$ cat src/rtl/sobel_frame_ctrl.sv
// Frame sequencer ahead of the sobel datapath: zero-pads an unpadded raster,
// feeds it one pixel per enable and tags which delayed results are real pixels.
module sobel_frame_ctrl #(
    parameter int IMG_W  = 480,
    parameter int IMG_H  = 360,
    parameter int DW     = 8,
    parameter int CW     = 10,
    parameter int DP_LAT = 1
) (
    input  logic          clk,
    input  logic          rst,
    input  logic          start,
    input  logic [DW-1:0] in_data,
    input  logic          in_valid,
    output logic          in_ready,
    output logic [DW-1:0] pix_out,
    output logic          pix_en,
    output logic          out_valid,
    output logic [CW-1:0] out_row,
    output logic [CW-1:0] out_col,
    output logic          busy,
    output logic          frame_done,
    output logic [1:0]    state
);

    generate
        if (CW < $clog2(IMG_W + 2) || CW < $clog2(IMG_H + 2)) begin : g_cw_chk
            $error("sobel_frame_ctrl: CW cannot hold IMG_W+1 / IMG_H+1");
        end
        if (DP_LAT < 1) begin : g_lat_chk
            $error("sobel_frame_ctrl: DP_LAT must be >= 1");
        end
    endgenerate

    localparam logic [CW-1:0] C_LAST = CW'(IMG_W + 1);
    localparam logic [CW-1:0] R_LAST = CW'(IMG_H + 1);
    localparam int            FW     = (DP_LAT > 1) ? $clog2(DP_LAT) : 1;
    localparam logic [FW-1:0] F_LAST = FW'(DP_LAT - 1);

    typedef enum logic [1:0] {
        IDLE  = 2'd0,
        RUN   = 2'd1,
        FLUSH = 2'd2,
        DONE  = 2'd3
    } st_t;

    typedef struct packed {
        logic          vld;
        logic [CW-1:0] row;
        logic [CW-1:0] col;
    } tag_t;

    st_t           st, st_nx;
    logic [CW-1:0] r, c, r_nx, c_nx;
    logic [FW-1:0] fcnt, fcnt_nx;
    logic          border, win_real;
    tag_t          tag_in;
    tag_t [DP_LAT:1] tag_pipe;

    assign border   = (r == '0) || (r == R_LAST) || (c == '0) || (c == C_LAST);
    assign win_real = (r >= CW'(2)) && (c >= CW'(2));

    always_ff @(posedge clk or posedge rst) begin
        if (rst) begin
            st   <= IDLE;
            r    <= '0;
            c    <= '0;
            fcnt <= '0;
        end else begin
            st   <= st_nx;
            r    <= r_nx;
            c    <= c_nx;
            fcnt <= fcnt_nx;
        end
    end

    always_comb begin
        st_nx      = st;
        r_nx       = r;
        c_nx       = c;
        fcnt_nx    = fcnt;
        in_ready   = 1'b0;
        pix_en     = 1'b0;
        pix_out    = '0;
        busy       = 1'b0;
        frame_done = 1'b0;
        case (st)
            IDLE: begin
                if (start) begin
                    st_nx = RUN;
                    r_nx  = '0;
                    c_nx  = '0;
                end
            end
            RUN: begin
                busy = 1'b1;
                if (border) begin
                    pix_en = 1'b1;
                end else begin
                    // Ready is offered on every body slot; a missing pixel just stalls r/c.
                    in_ready = 1'b1;
                    if (in_valid) begin
                        pix_en  = 1'b1;
                        pix_out = in_data;
                    end
                end
                if (pix_en) begin
                    if (c == C_LAST) begin
                        c_nx = '0;
                        if (r == R_LAST) begin
                            r_nx    = '0;
                            fcnt_nx = '0;
                            st_nx   = FLUSH;
                        end else begin
                            r_nx = r + CW'(1);
                        end
                    end else begin
                        c_nx = c + CW'(1);
                    end
                end
            end
            FLUSH: begin
                busy = 1'b1;
                if (fcnt == F_LAST) begin
                    st_nx = DONE;
                end else begin
                    fcnt_nx = fcnt + FW'(1);
                end
            end
            DONE: begin
                frame_done = 1'b1;
                st_nx      = IDLE;
            end
            default: st_nx = IDLE;
        endcase
    end

    // Tag travels alongside the datapath so the result and its coordinates line up.
    always_comb begin
        tag_in.vld = pix_en & win_real;
        tag_in.row = win_real ? (r - CW'(2)) : '0;
        tag_in.col = win_real ? (c - CW'(2)) : '0;
    end

    always_ff @(posedge clk or posedge rst) begin
        if (rst) begin
            tag_pipe <= '0;
        end else begin
            tag_pipe[1] <= tag_in;
            for (int i = 2; i <= DP_LAT; i++) tag_pipe[i] <= tag_pipe[i-1];
        end
    end

    assign out_valid = tag_pipe[DP_LAT].vld;
    assign out_row   = tag_pipe[DP_LAT].vld ? tag_pipe[DP_LAT].row : '0;
    assign out_col   = tag_pipe[DP_LAT].vld ? tag_pipe[DP_LAT].col : '0;
    assign state     = st;

endmodule

$ cat config.mk
export PLATFORM = sky130hd
export DESIGN_NAME = sobel_frame_ctrl
export DESIGN_NICKNAME = d
export VERILOG_FILES = /design/src/rtl/sobel_frame_ctrl.sv
export SDC_FILE = /design/constraint.sdc
export NUM_CORES = 1
export LEC_CHECK = 0
export ABC_AREA = 1
export CAP_MARGIN = 10
export CORE_MARGIN = 5
export CORE_UTILIZATION = 25
export CTS_CLUSTER_DIAMETER = 40
export CTS_CLUSTER_SIZE = 24
export DETAILED_ROUTE_END_ITERATION = 8
export SETUP_SLACK_MARGIN = 0.05
export SYNTH_ARGS = -nofsm -noshare
export SYNTH_HDL_FRONTEND = slang
export SYNTH_SLANG_ARGS = --single-unit
$ cat constraint.sdc
create_clock -name clk -period 1.9 [get_ports clk]
set_input_delay 0.38 -clock clk [delete_from_list [all_inputs] [get_ports clk]]
set_output_delay 0.38 -clock clk [all_outputs]
set_load 0.03 [all_outputs]
# After elaboration in Yosys (flattened, before gate mapping)
# Cells that the tools add are included.
# Widths: inputs -> output; s select.
dict set report totals {
  reg_bits 44
  in_bits 12
  out_inout_bits 35
  wordCells 73
}
dict set report classes {
  n_addsub 5
  order_cmp 2
  eq_ne 10
  muxes 34
  bitwise 1
  n_reduce_logical 14
}
# cell count
set ops {}
lappend ops {{$mux 10} 10}
lappend ops {{$pmux 10 s2} 2}
lappend ops {{$mux 8} 3}
lappend ops {{$add 10x1->10 const B} 2}
lappend ops {{$eq 10x9->1 const B} 2}
lappend ops {{$ge 10x2->1 const B} 2}
lappend ops {{$logic_not 10->1} 2}
lappend ops {{$sub 10x2->10 const B} 2}
lappend ops {{$mux 1} 12}
lappend ops {{$mux 2} 5}
lappend ops {{$ne 2x2->1 const B} 5}
lappend ops {{$pmux 2 s4} 1}
lappend ops {{$reduce_and 4->1} 2}
lappend ops {{$reduce_and 5->1} 1}
lappend ops {{$eq 2x2->1 const B} 2}
lappend ops {{$reduce_bool 2->1} 2}
lappend ops {{$logic_or 1x1->1} 3}
lappend ops {{$reduce_and 3->1} 1}
lappend ops {{$eq 2x1->1 const B} 1}
lappend ops {{$logic_not 2->1} 1}
lappend ops {{$pmux 1 s2} 1}
lappend ops {{$reduce_or 2->1} 1}
lappend ops {{$add 1x1->1 const B} 1}
lappend ops {{$and 1x1->1} 1}
lappend ops {{$logic_and 1x1->1} 1}

# Longest topological paths before layout
dict set report depth {
  depth_word 8
  mapped_depth 12
  ltp_nobuf 11
}

# Least setup slack after synthesis
# No wires, ideal clock.
dict set report synth_path {
  path_type {reg-to-output}
  from {reg st[1] (netlist: state[1])}
  to {out pix_out[0]}
  arrival_time_ns 2.094
  required_ns 1.520
  slack_ns -0.574
  path_stages_with_launch 8
  path_buffers 1
  path_cell_list {dfrtp_1 inv_1 ha_1 inv_1 clkbuf_1 nor2_4 nand2_2 nor2_1}
}
dict set report synth_between {
  elab_chain_len 2
}
# item line_no
set synth_lines {}
lappend synth_lines {{start: declaration} 53} ;# st_t st, st_nx;
lappend synth_lines {{start signal: assignment} 70} ;# st <= st_nx;
lappend synth_lines {{$eq 2x1->1} 87} ;# case (st)
lappend synth_lines {{$mux 8} 87}
lappend synth_lines {{end: declaration} 16} ;# output logic [DW-1:0] pix_out,
# Every way passes these cells.

# Worst setup path after layout
dict set report layout_path {
  from {reg c[0]}
  to {out pix_out[3]}
}
dict set report layout_between {
  elab_chain_len 5
  word_cells_on_any_way 6
  classes_between {eq/ne (1); mux (2); reduce/logical (3)}
}
# item line_no
set layout_lines {}
lappend layout_lines {{start: declaration} 54} ;# logic [CW-1:0] r, c, r_nx, c_nx;
lappend layout_lines {{start signal: assignment} 72} ;# c <= c_nx;
lappend layout_lines {{$logic_not 10->1} 60} ;# assign border = (r == '0) || (r == R_LAST) || (c == '0) || (c == C_LAST);
lappend layout_lines {{$logic_or 1x1->1} 60}
lappend layout_lines {{$logic_or 1x1->1 *} 60}
lappend layout_lines {{$mux 8 *} 97} ;# if (border) begin
lappend layout_lines {{$mux 8 *} 87}
# Every way passes the cells marked *; elsewhere a longest branch is shown, timed or not.

==> impl_metrics.yaml <==
global_route:
  grt_pass1_vias: 2827
  grt.total_usage: 0.1110
  globalRouteOverflowTotal: 0
  grt_max_degree: 44
  grt_pass1_wl_um: 13080
  antenna_found_initial: 0
layout:
  layout_commonest_cell: "nand2_1"
  area_growth_pct: 44.68
  final_cell_mix: "nand2_1, buf_4, nor2_1"
  finalNetCount: 562
  drive_gt1_frac: 0.3271
  antenna_cells: 0
  design_area_um2: 4392
sta:
  slew_violations: 0
  skew_ns: 0.008856
  finalSetupViolations: 10
  fin_tns_setup_ns: -3.600
  hold_viol: 0
  fin_ws_ns: -0.3891
  fin_crit_sh: 1.205
  worst_pin_slew_ns: 0.4568
  rsz0062_at_grt: "yes"
  relSlewSlack: 0.6951
  fmax_ghz: 0.4368
  period_needed_ns: 2.289
die:
  die_w_um: 120.2
  ios: 47
  dieArea_um2: 14450
  die_h_um: 120.2
  rows: 40
  coreArea_um2: 11960
  floorplan.initialDensity: 0.2538
routing:
  vias: 2979
  wire_per_inst_um: 11.66
  vias_per_cell: 4.368
  drtIter0Drc: 143
  drt-total-wl_um: 7949
  ant_nets: 0
  firstDrtPassIters: 5
  route.detailed.drc: 0
hold_path:
  hold_class: "input port to asynchronous set/reset pin"
cts:
  htreeDepth: 2
  cts_max_path_buffers: 2
  clkTransAtPathRegs_ns: 0.06
  postCtsHoldBufs: 0
  cts_made_buffers: 5
  cts-root-buf: "clkbuf_16"
  clock_sinks: 43
  insertion_delay_ns: 0.29
  cts_tree: "done"
yosys:
  syn-cell-area_um2: 3035
  synth_fp_nets: 457
  yosys_register_bits: 43
  yosysSeqAreaShare: 0.3545
  synth_cell_types: 29
  postSynthCellCount: 429
  synthFlopType: "dfrtp_1"
  synthArstFlopShare: 1.000
  avgSynthCellArea_um2: 7.076
  yosys_warnings: 0
  synth_edf_count: 0
outcome:
  violations: "negative setup slack"
  outcome: "complete, but fails checks"
run:
  maxCapViolations: 0
power_and_ir_drop:
  power_density_nw_per_um2: 857.3
  ir_drop_v: 0.0008367
  p_leak_uw: 0.002414
critical_path:
  rrSetupSlack_ns: 0.15
  cpMaxStageDelayCell: "dfrtp_2"
  end_kind: "output pin"
  start_kind: "flip-flop"
  cpMostUsedCell: "nor2_4"
  crit_type: "flip-flop to output pin"
  reg2reg_depth: 10
  cp.required_ns: 1.52
  path_max_fanout: 8
  crit_chain: "inv_4 > ha_4 > nand2_2 > nor2_2 > nand2_1 > nand2_2 > nor2_4 > inv_2 > nor2_4 > nand2_8 > nor2_4 > buf_6"
  crit_arrival_ns: 1.91
  crit_path_max_incr_delay_ns: 0.42
place:
  place_area_um2: 4046
  gp_congestion: 0.9006
  dp_hpwl_um: 5960
  port_buffers: 46
-- repair_timing --
action | CTS | global route
endpoints found under the setup margin | 12 | 42
pin swaps | 11 | 15
resized for setup | 16 | 18
buffers inserted | 3 | 8
cloned | 0 | 3
-- stage by stage --
stage / power [µW] / util / setup WS [ns] / std cells / hold WS, ns
floorplan: 2181 / - / -0.2279 / 429 / 0.4841
global placement: 2740 / 0.3383 / -0.1086 / 660 / 0.5143
detailed placement: 2784 / 0.3383 / -0.1477 / 660 / 0.5345
CTS: 3647 / 0.3560 / -0.4014 / 671 / 0.4734
global route: 4029 / 0.3672 / -0.4751 / 682 / 0.5161
finish: 3765 / 0.3672 / -0.3891 / 682 / 0.4628
-- worst max-delay path: cells and delay by family (launching register included) --
family,cells,cell delay (ns)
fa+ha+maj,1,0.15
flops,1,0.42
buf+inv,3,0.25
simple gates,8,0.79
-- path summary, 6_finish.rpt --
kind                                   from          endpoint
max                        c[0]$_DFFE_PP0P_        pix_out[3]
min                                     rst  c[6]$_DFFE_PP0P_
max reg2reg                c[1]$_DFFE_PP0P_  r[0]$_DFFE_PP0P_
min reg2reg                r[9]$_DFFE_PP0P_  r[9]$_DFFE_PP0P_
max in group asynchronous               rst  r[0]$_DFFE_PP0P_
min in group clk           r[9]$_DFFE_PP0P_  r[9]$_DFFE_PP0P_
-- layout make-up --
cell class	instances	area, µm²
Fill cell	1243	7570
Multi-Input combinational cell	300	1760
Sequential cell	43	1082
Timing Repair Buffer	113	954.7
Inverter	71	269.0
Tap cell	147	183.9
Clock buffer	6	128.9
Clock inverter	2	12.51
-- where the power goes --
| group | leakage [µW] | internal, µW | total [µW] | switching (µW) |
|---|---|---|---|---|
| Sequential | 0.000588 | 996 | 1040 | 46.4 |
| Combinational | 0.00176 | 710 | 1890 | 1180 |
| Clock | 0.0000669 | 485 | 836 | 351 |
-- flip-flops by register name, indices dropped and copies added, names as in the netlist --
name,count
state,2
out_valid,1
r,10
tag_pipe,20
c,10
-- cell families (layout without fill, tap and decap cells) --
| family | Yosys count | count (layout) | synth area share |
|---|---|---|---|
| compound gates | 11 | 11 | 0.02721 |
| xor+xnor | 12 | 12 | 0.03462 |
| fa+ha+maj | 16 | 16 | 0.06595 |
| buf+inv | 89 | 192 | 0.1253 |
| flops | 43 | 43 | 0.3545 |
| simple gates | 258 | 261 | 0.3924 |
-- layer usage --
layer,vias to the layer above,wire length (µm),track usage
met5,-,0,0
met4,0,118,0.03865
met3,9,538,0.02666
met2,98,3508,0.1693
met1,1347,3784,0.1534
li1,1525,-,-
-- Yosys cell counts (6+ instances only) --
| master | n | share of area |
|---|---|---|
| a21oi_1 | 6 | 0.0099 |
| buf_2 | 7 | 0.012 |
| dfrtp_1 | 43 | 0.35 |
| ha_1 | 16 | 0.066 |
| inv_1 | 62 | 0.077 |
| inv_2 | 9 | 0.011 |
| nand2_1 | 113 | 0.14 |
| nand2_2 | 7 | 0.014 |
| nand3_1 | 13 | 0.021 |
| nand4_1 | 26 | 0.054 |
| nor2_1 | 74 | 0.092 |
| nor3_1 | 7 | 0.012 |
| xor2_1 | 10 | 0.029 |
Note: power is estimated with default switching activity, not from simulation.
==> RTL edit 1 (same flow settings) <==
The parameter `CW` goes from 10 to 20.
--- a/src/rtl/sobel_frame_ctrl.sv
+++ b/src/rtl/sobel_frame_ctrl.sv
@@ -5,5 +5,5 @@
     parameter int IMG_H  = 360,
     parameter int DW     = 8,
-    parameter int CW     = 10,
+    parameter int CW     = 20,
     parameter int DP_LAT = 1
 ) (
Interface: changed (resized out_col and out_row); port bits go from 47 to 67. The function was not compared with the original's and may differ.
==> RTL edit 1 against the unedited design <==
The run still ends with setup timing left. Clock power increased by 120%. Non-clock buffer count up 95. Worst hold slack gained 0.063 ns. Final cell count rose by 88%. Sequential cell count rose by 40. Routed wire length is 130% higher. Combinational power is 120% higher. Setup slack got worse by 0.068 ns. Cell area rose by 96%. Clock skew shrank 0.0011 ns. Power rose by 110%. Synthesized area up 85%.
==> RTL edit 1: results (changes against the unedited design) <==
Outcome
  – Outcome: finished with violations
  – Failing checks: setup timing

Clock network
  – Clock Latency Late Sink: 0.35 ns (+0.06 ns)
  – Total CTS buffers: 9 (+4)
  – Htree depth: 3 (+1)

Detailed routing
  – Vias per cell: 4.535 (+3.8%)
  – TritonRoute pass-1 iters: 5 (unchanged)
  – Routed met3 length: 1200 um (+120%)
  – Drt total wl: 18380 um (+130%)
  – Met2 Routed Length: 8495 um (+140%)
  – Residual DRC: 0 (unchanged)
  – M1 wire length: 8320 um (+120%)
  – DRT iter0 DRCs: 333 (+130%)

Global route
  – Vias in the first global route: 5406 (+91%)
  – Met3 usage: 2.603% (-0.063 points)
  – Largest net degree at the start of global routing: 84 (+91%)
  – Gr usage total: 13.12% (+2.0 points)
  – GRT met1 Usage: 17.77% (+2.4 points)
  – First-pass GRT wire length: 27420 um (+110%)
  – Met2 Use GR: 20.63% (+3.7 points)

Timing
  – Final worst setup slack: -0.4572 ns (-0.06803 ns)
  – Slew Limit Headroom: 71.09% (+1.6 points)
  – Final setup violation count: 30 (+20)
  – Worst clock skew: 0.007793 ns (-0.001064 ns)

Synthesis
  – Register area share after synthesis: 37.00% (+1.6 points)
  – Synth area leaders: dfrtp_1 (37%), nand2_1 (14%), nor2_1 (10%), inv_1 (7.6%), nand3_1 (5.5%)
  – XOR/XNOR share of the synthesized area: 5.305% (+1.8 points)
  – Syn Nets: 844 (+85%)
  – Synth top cells by count: nand2_1 (204), nor2_1 (149), inv_1 (113), dfrtp_1 (83), nand3_1 (62)
  – Adder-cell share of the synthesized area: 3.567% (-3.0 points)
  – Complex-gate fraction of the synthesized area: 4.971% (+2.3 points)
  – Yosys cell types: 37 (+28%)

Placed design
  – Detail Placement HPWL: 12380 um (+110%)
  – # port buffers: 66 (+43%)
  – Placer Congestion: 0.9430 (+4.7%)
  – Dpl ws: -0.1245 ns (+0.02321 ns)

Pwr
  – VDD IR max: 600.6 uV (-28%)
  – Net Sw Power: 0.003114 W (+98%)
  – Leakage: 4.606 nW (+91%)

Worst setup path
  – R2r setup slk: -0.15 ns (-0.30 ns)
  – Reg2reg end: c[10]$_DFFE_PP0P_
  – CP Capture Point: pix_en
  – Worst endpoint data arrival time: 1.98 ns (+0.07 ns)
  – Reg2Reg Depth: 17 (+7)
  – Worst path slowest cell: dfrtp_1
  – Worst setup startpoint: r[1]$_DFFE_PP0P_
  – Crit path max fanout: 4 (-4)
  – Worst r2r src: r[1]$_DFFE_PP0P_
  – Worst path max stage delay: 0.39 ns (-0.03 ns)

Final layout
  – Layout cells sized above 1: 37.09% (+4.4 points)
  – Final #Nets: 1026 (+83%)
  – Largest registers: tag_pipe (40), c (20), r (20)
[RTL edit 1: changes by cell type in the layout (fill, tap and decap cells not counted), sizes merged, moves of 14 or more]
cell / before / now
buf: 97 / 189
dfrtp: 43 / 83
inv: 71 / 115
nand2: 120 / 212
nand3: 21 / 64
nor2: 81 / 155
nor3: 8 / 22
o21ai: 3 / 27
xor2: 10 / 33
[RTL edit 1: final cells by class]
| cell class | count | area, um2 |
|---|---|---|
| fillers | 2193 | 13360 |
| multi-input cells | 579 | 3460 |
| flip-flops and latches | 83 | 2086 |
| repair buffers | 208 | 1931 |
| inverters | 116 | 454.2 |
| well taps | 280 | 350.3 |
| clock buffers | 11 | 232.7 |
| clock inverters | 5 | 77.57 |
| repair inverters | 1 | 8.758 |
[RTL edit 1: power by group through the flow]
stage / combinational, W / sequential [W] / clock (W)
after floorplan: 0.00152 / 0.00201 / 0
after global placement: 0.00249 / 0.00196 / 0
after detailed placement: 0.00251 / 0.00196 / 0
after CTS: 0.00309 / 0.00193 / 0.00192
after global routing: 0.00432 / 0.00194 / 0.00198
final: 0.00408 / 0.00193 / 0.00188
[RTL edit 1: what timing repair did]
item,CTS,global route
setup buffers,6,20
hold buffers,0,0
hold endpoints to repair,0,0
cloned,3,8
resized for setup,34,160
endpoints found under the setup margin,36,91
pin swaps,8,32
[RTL edit 1: per-stage QoR]
step | setup TNS (ns) | hold slack, ns | area, um2 | instances | utilization, %
6_report | -5.676 | 0.5255 | 8600 | 1283 | 39.16
5_1_grt | -9.285 | 0.5877 | 8600 | 1283 | 39.16
4_1_cts | -5.440 | 0.5341 | 7747 | 1256 | 35.28
3_5_place_dp | -1.088 | 0.5192 | 7178 | 1231 | 32.69
3_3_place_gp | -0.7552 | 0.5079 | 7178 | 1231 | 32.69
2_1_floorplan | -1.810 | 0.4955 | 5670 | 816 | -
==> RTL edit 2 (same settings) <==
Without the edit above. Make the reset (`rst`) synchronous in 2 clocked blocks.
--- a/src/rtl/sobel_frame_ctrl.sv
+++ b/src/rtl/sobel_frame_ctrl.sv
@@ -61,5 +61,5 @@
     assign win_real = (r >= CW'(2)) && (c >= CW'(2));
 
-    always_ff @(posedge clk or posedge rst) begin
+    always_ff @(posedge clk) begin
         if (rst) begin
             st   <= IDLE;
@@ -143,5 +143,5 @@
     end
 
-    always_ff @(posedge clk or posedge rst) begin
+    always_ff @(posedge clk) begin
         if (rst) begin
             tag_pipe <= '0;
Function: differs if rst is asserted again (counterexample within 4 cycles, from zero or initial values and one cycle with rst high); with rst held inactive, the same outputs for 10 cycles.
==> RTL edit 2 against the unedited design <==
The run still ends with setup timing left. Sequential cell count unchanged. Largest cell class unchanged. Sequential share of layout area down 3.1 points. Routed wire length down 2.9%. First-iteration DRC count up 140%. Non-clock buffer count down 12. Power up 32%. Synthesized area down 9.0%. Final cell count down 1.0%. Setup slack better by 0.084 ns. Register-to-register slack worse by 0.10 ns. Cell area down 6.6%.
==> RTL edit 2: results (changes against the unedited design) <==
Global route
  – Largest net degree at the start of global routing: 22 (-50%)
  – Vias in the first global route: 2677 (-5.3%)
  – Initial antenna violation count: 0 (unchanged)
  – Gr usage total: 11.55% (+0.46 points)
  – First-pass GRT wire length: 12510 um (-4.4%)

Final layout
  – Final Non-Filler Cells: 675 (-1.0%)
  – Layout cells sized above 1: 30.28% (-2.4 points)
  – Largest registers: tag_pipe (20), c (10), r (10)
  – Max FFs per register: 20 (unchanged)

Detailed routing
  – TritonRoute pass-1 iters: 4 (-1)
  – Via count: 2908 (-2.4%)
  – DRT iter0 DRCs: 338 (+140%)
  – Drt total wl: 7718 um (-2.9%)

Synthesis
  – Complex-gate fraction of the synthesized area: 5.480% (+2.8 points)
  – Syn Nets: 464 (+1.5%)
  – Synth area leaders: dfxtp_1 (31%), nand2_1 (15%), nor2_1 (11%), inv_1 (11%), ha_1 (7.2%)
  – Syn. warnings: 0 (unchanged)
  – Synth top cells by count: nand2_1 (110), nor2_1 (83), inv_1 (78), dfxtp_1 (43), nand3_1 (19)
  – Post-synth ARST share: 0% (-100 points)
  – Yosys cell types: 28 (-3.4%)
  – Adder-cell share of the synthesized area: 7.246% (+0.65 points)
  – XOR/XNOR share of the synthesized area: 2.853% (-0.61 points)
  – Post-Syn Instances: 436 (+1.6%)
  – Register area share after synthesis: 31.16% (-4.3 points)

Clock network
  – CTS root buffer: clkbuf_8
  – Longest Clk Path Bufs: 2 (unchanged)
  – Clk slew on worst S/H paths: 0.08 ns (+0.02 ns)
  – Total CTS buffers: 5 (unchanged)

Worst setup path
  – Cell family with most CP delay: simple AND/OR/NAND/NOR gates
  – Worst path slowest cell: dfxtp_1
  – Reg2Reg Depth: 13 (+3)
  – R2r setup slk: 0.05 ns (-0.10 ns)
  – Worst endpoint data arrival time: 1.83 ns (-0.08 ns)
  – Worst path max stage delay: 0.49 ns (+0.07 ns)
  – Reg2reg end: r[7]$_SDFFE_PP0P_
  – Worst r2r src: r[1]$_SDFFE_PP0P_

Pwr
  – VDD IR max: 464.9 uV (-44%)
  – Leakage: 2.132 nW (-12%)

Outcome
  – Failing checks: setup timing
  – Outcome: finished with violations

Timing
  – Worst clock skew: 0.006263 ns (-0.002594 ns)
  – Final worst setup slack: -0.3052 ns (+0.08391 ns)
  – Setup tns final: -2.681 ns (+0.9197 ns)
  – Actual transition at the worst max-transition pin: 0.3636 ns (-0.09325 ns)
  – Hold Slack: 0.5134 ns (+0.05058 ns)
  – Final setup violation count: 10 (unchanged)

Hold path
  – HP Class: flip-flop to flip-flop
  – Hold Crit Start: r[9]$_SDFFE_PP0P_

Placed design
  – # placed instances: 657 (-0.45%)
  – Dpl ws: -0.01609 ns (+0.1316 ns)
  – Detail Placement HPWL: 5864 um (-1.6%)
  – Placer Congestion: 0.8700 (-3.4%)
==> RTL edit 2: stage by stage <==
step / cell area (um2) / util [%] / power [W]
detailed placement: 3796 / 35.02 / 0.004039
finish: 4100 / 37.82 / 0.004982
global route: 4100 / 37.82 / 0.005407
CTS: 3978 / 36.69 / 0.004786
global placement: 3796 / 35.02 / 0.003999
floorplan: 2940 / - / 0.003227
==> RTL edit 2: worst max-delay path by stage <==
stage / startpoint / endpoint / slack, ns / depth (start not counted)
2_1_floorplan: c[1]$_SDFFE_PP0P_ / pix_out[0] / -0.16 / 9
3_3_place_gp: c[0]$_SDFFE_PP0P_ / pix_out[0] / 0.01 / 10
3_5_place_dp: c[0]$_SDFFE_PP0P_ / pix_out[0] / -0.02 / 10
4_1_cts: c[0]$_SDFFE_PP0P_ / pix_out[5] / -0.32 / 10
5_1_grt: r[0]$_SDFFE_PP0P_ / pix_out[5] / -0.40 / 10
6_report: r[3]$_SDFFE_PP0P_ / pix_out[5] / -0.31 / 9
==> RTL edit 2: layout make-up <==
| type | count | area [um2] |
|---|---|---|
| Clock buffer | 7 | 107.6 |
| Clock inverter | 1 | 5.005 |
| Fill cell | 1138 | 6740 |
| Inverter | 81 | 319.1 |
| Multi-Input combinational cell | 302 | 1759 |
| Sequential cell | 43 | 884.6 |
| Tap cell | 140 | 175.2 |
| Timing Repair Buffer | 101 | 849.6 |
==> RTL edit 2: worst reg2reg max path: cells and delay by family (launching register included) <==
family,cells,cell delay [ns]
adder cells (fa/ha/maj),1,0.15
buffers and inverters,2,0.17
flip-flops,1,0.37
AND/OR/NAND/NOR,10,1.07
==> RTL edit 2: logic make-up after synthesis <==
group / Yosys count
DFF: 43
AOI/OAI and AO/OA: 27
adders and majority gates: 16
and+or+nand+nor: 247
xor gates and xnor gates: 9
buffers and inverters: 94
==> RTL edit 2: routing by layer <==
layer	global-route usage, %	share of wire [%]	vias up
li1	-	-	1524
met1	16.27	47	1273
met2	17.71	42	100
met3	2.632	8.8	11
met4	3.208	1.8	0
met5	0	0	-
==> RTL edit 2: what timing repair did <==
item | 4_1_cts | 5_1_grt
setup endpoints to repair | 12 | 34
buffers inserted | 3 | 4
gates resized for setup | 16 | 25
pin swaps | 7 | 11
cloned | 0 | 3
endpoints found under the hold margin | 0 | 0
==> RTL edit 2: report_power, final <==
part           switching [W]  internal [W]
clock network       0.000326      0.000373
registers           0.000153       0.00114
logic                0.00183       0.00116
total                0.00231       0.00268
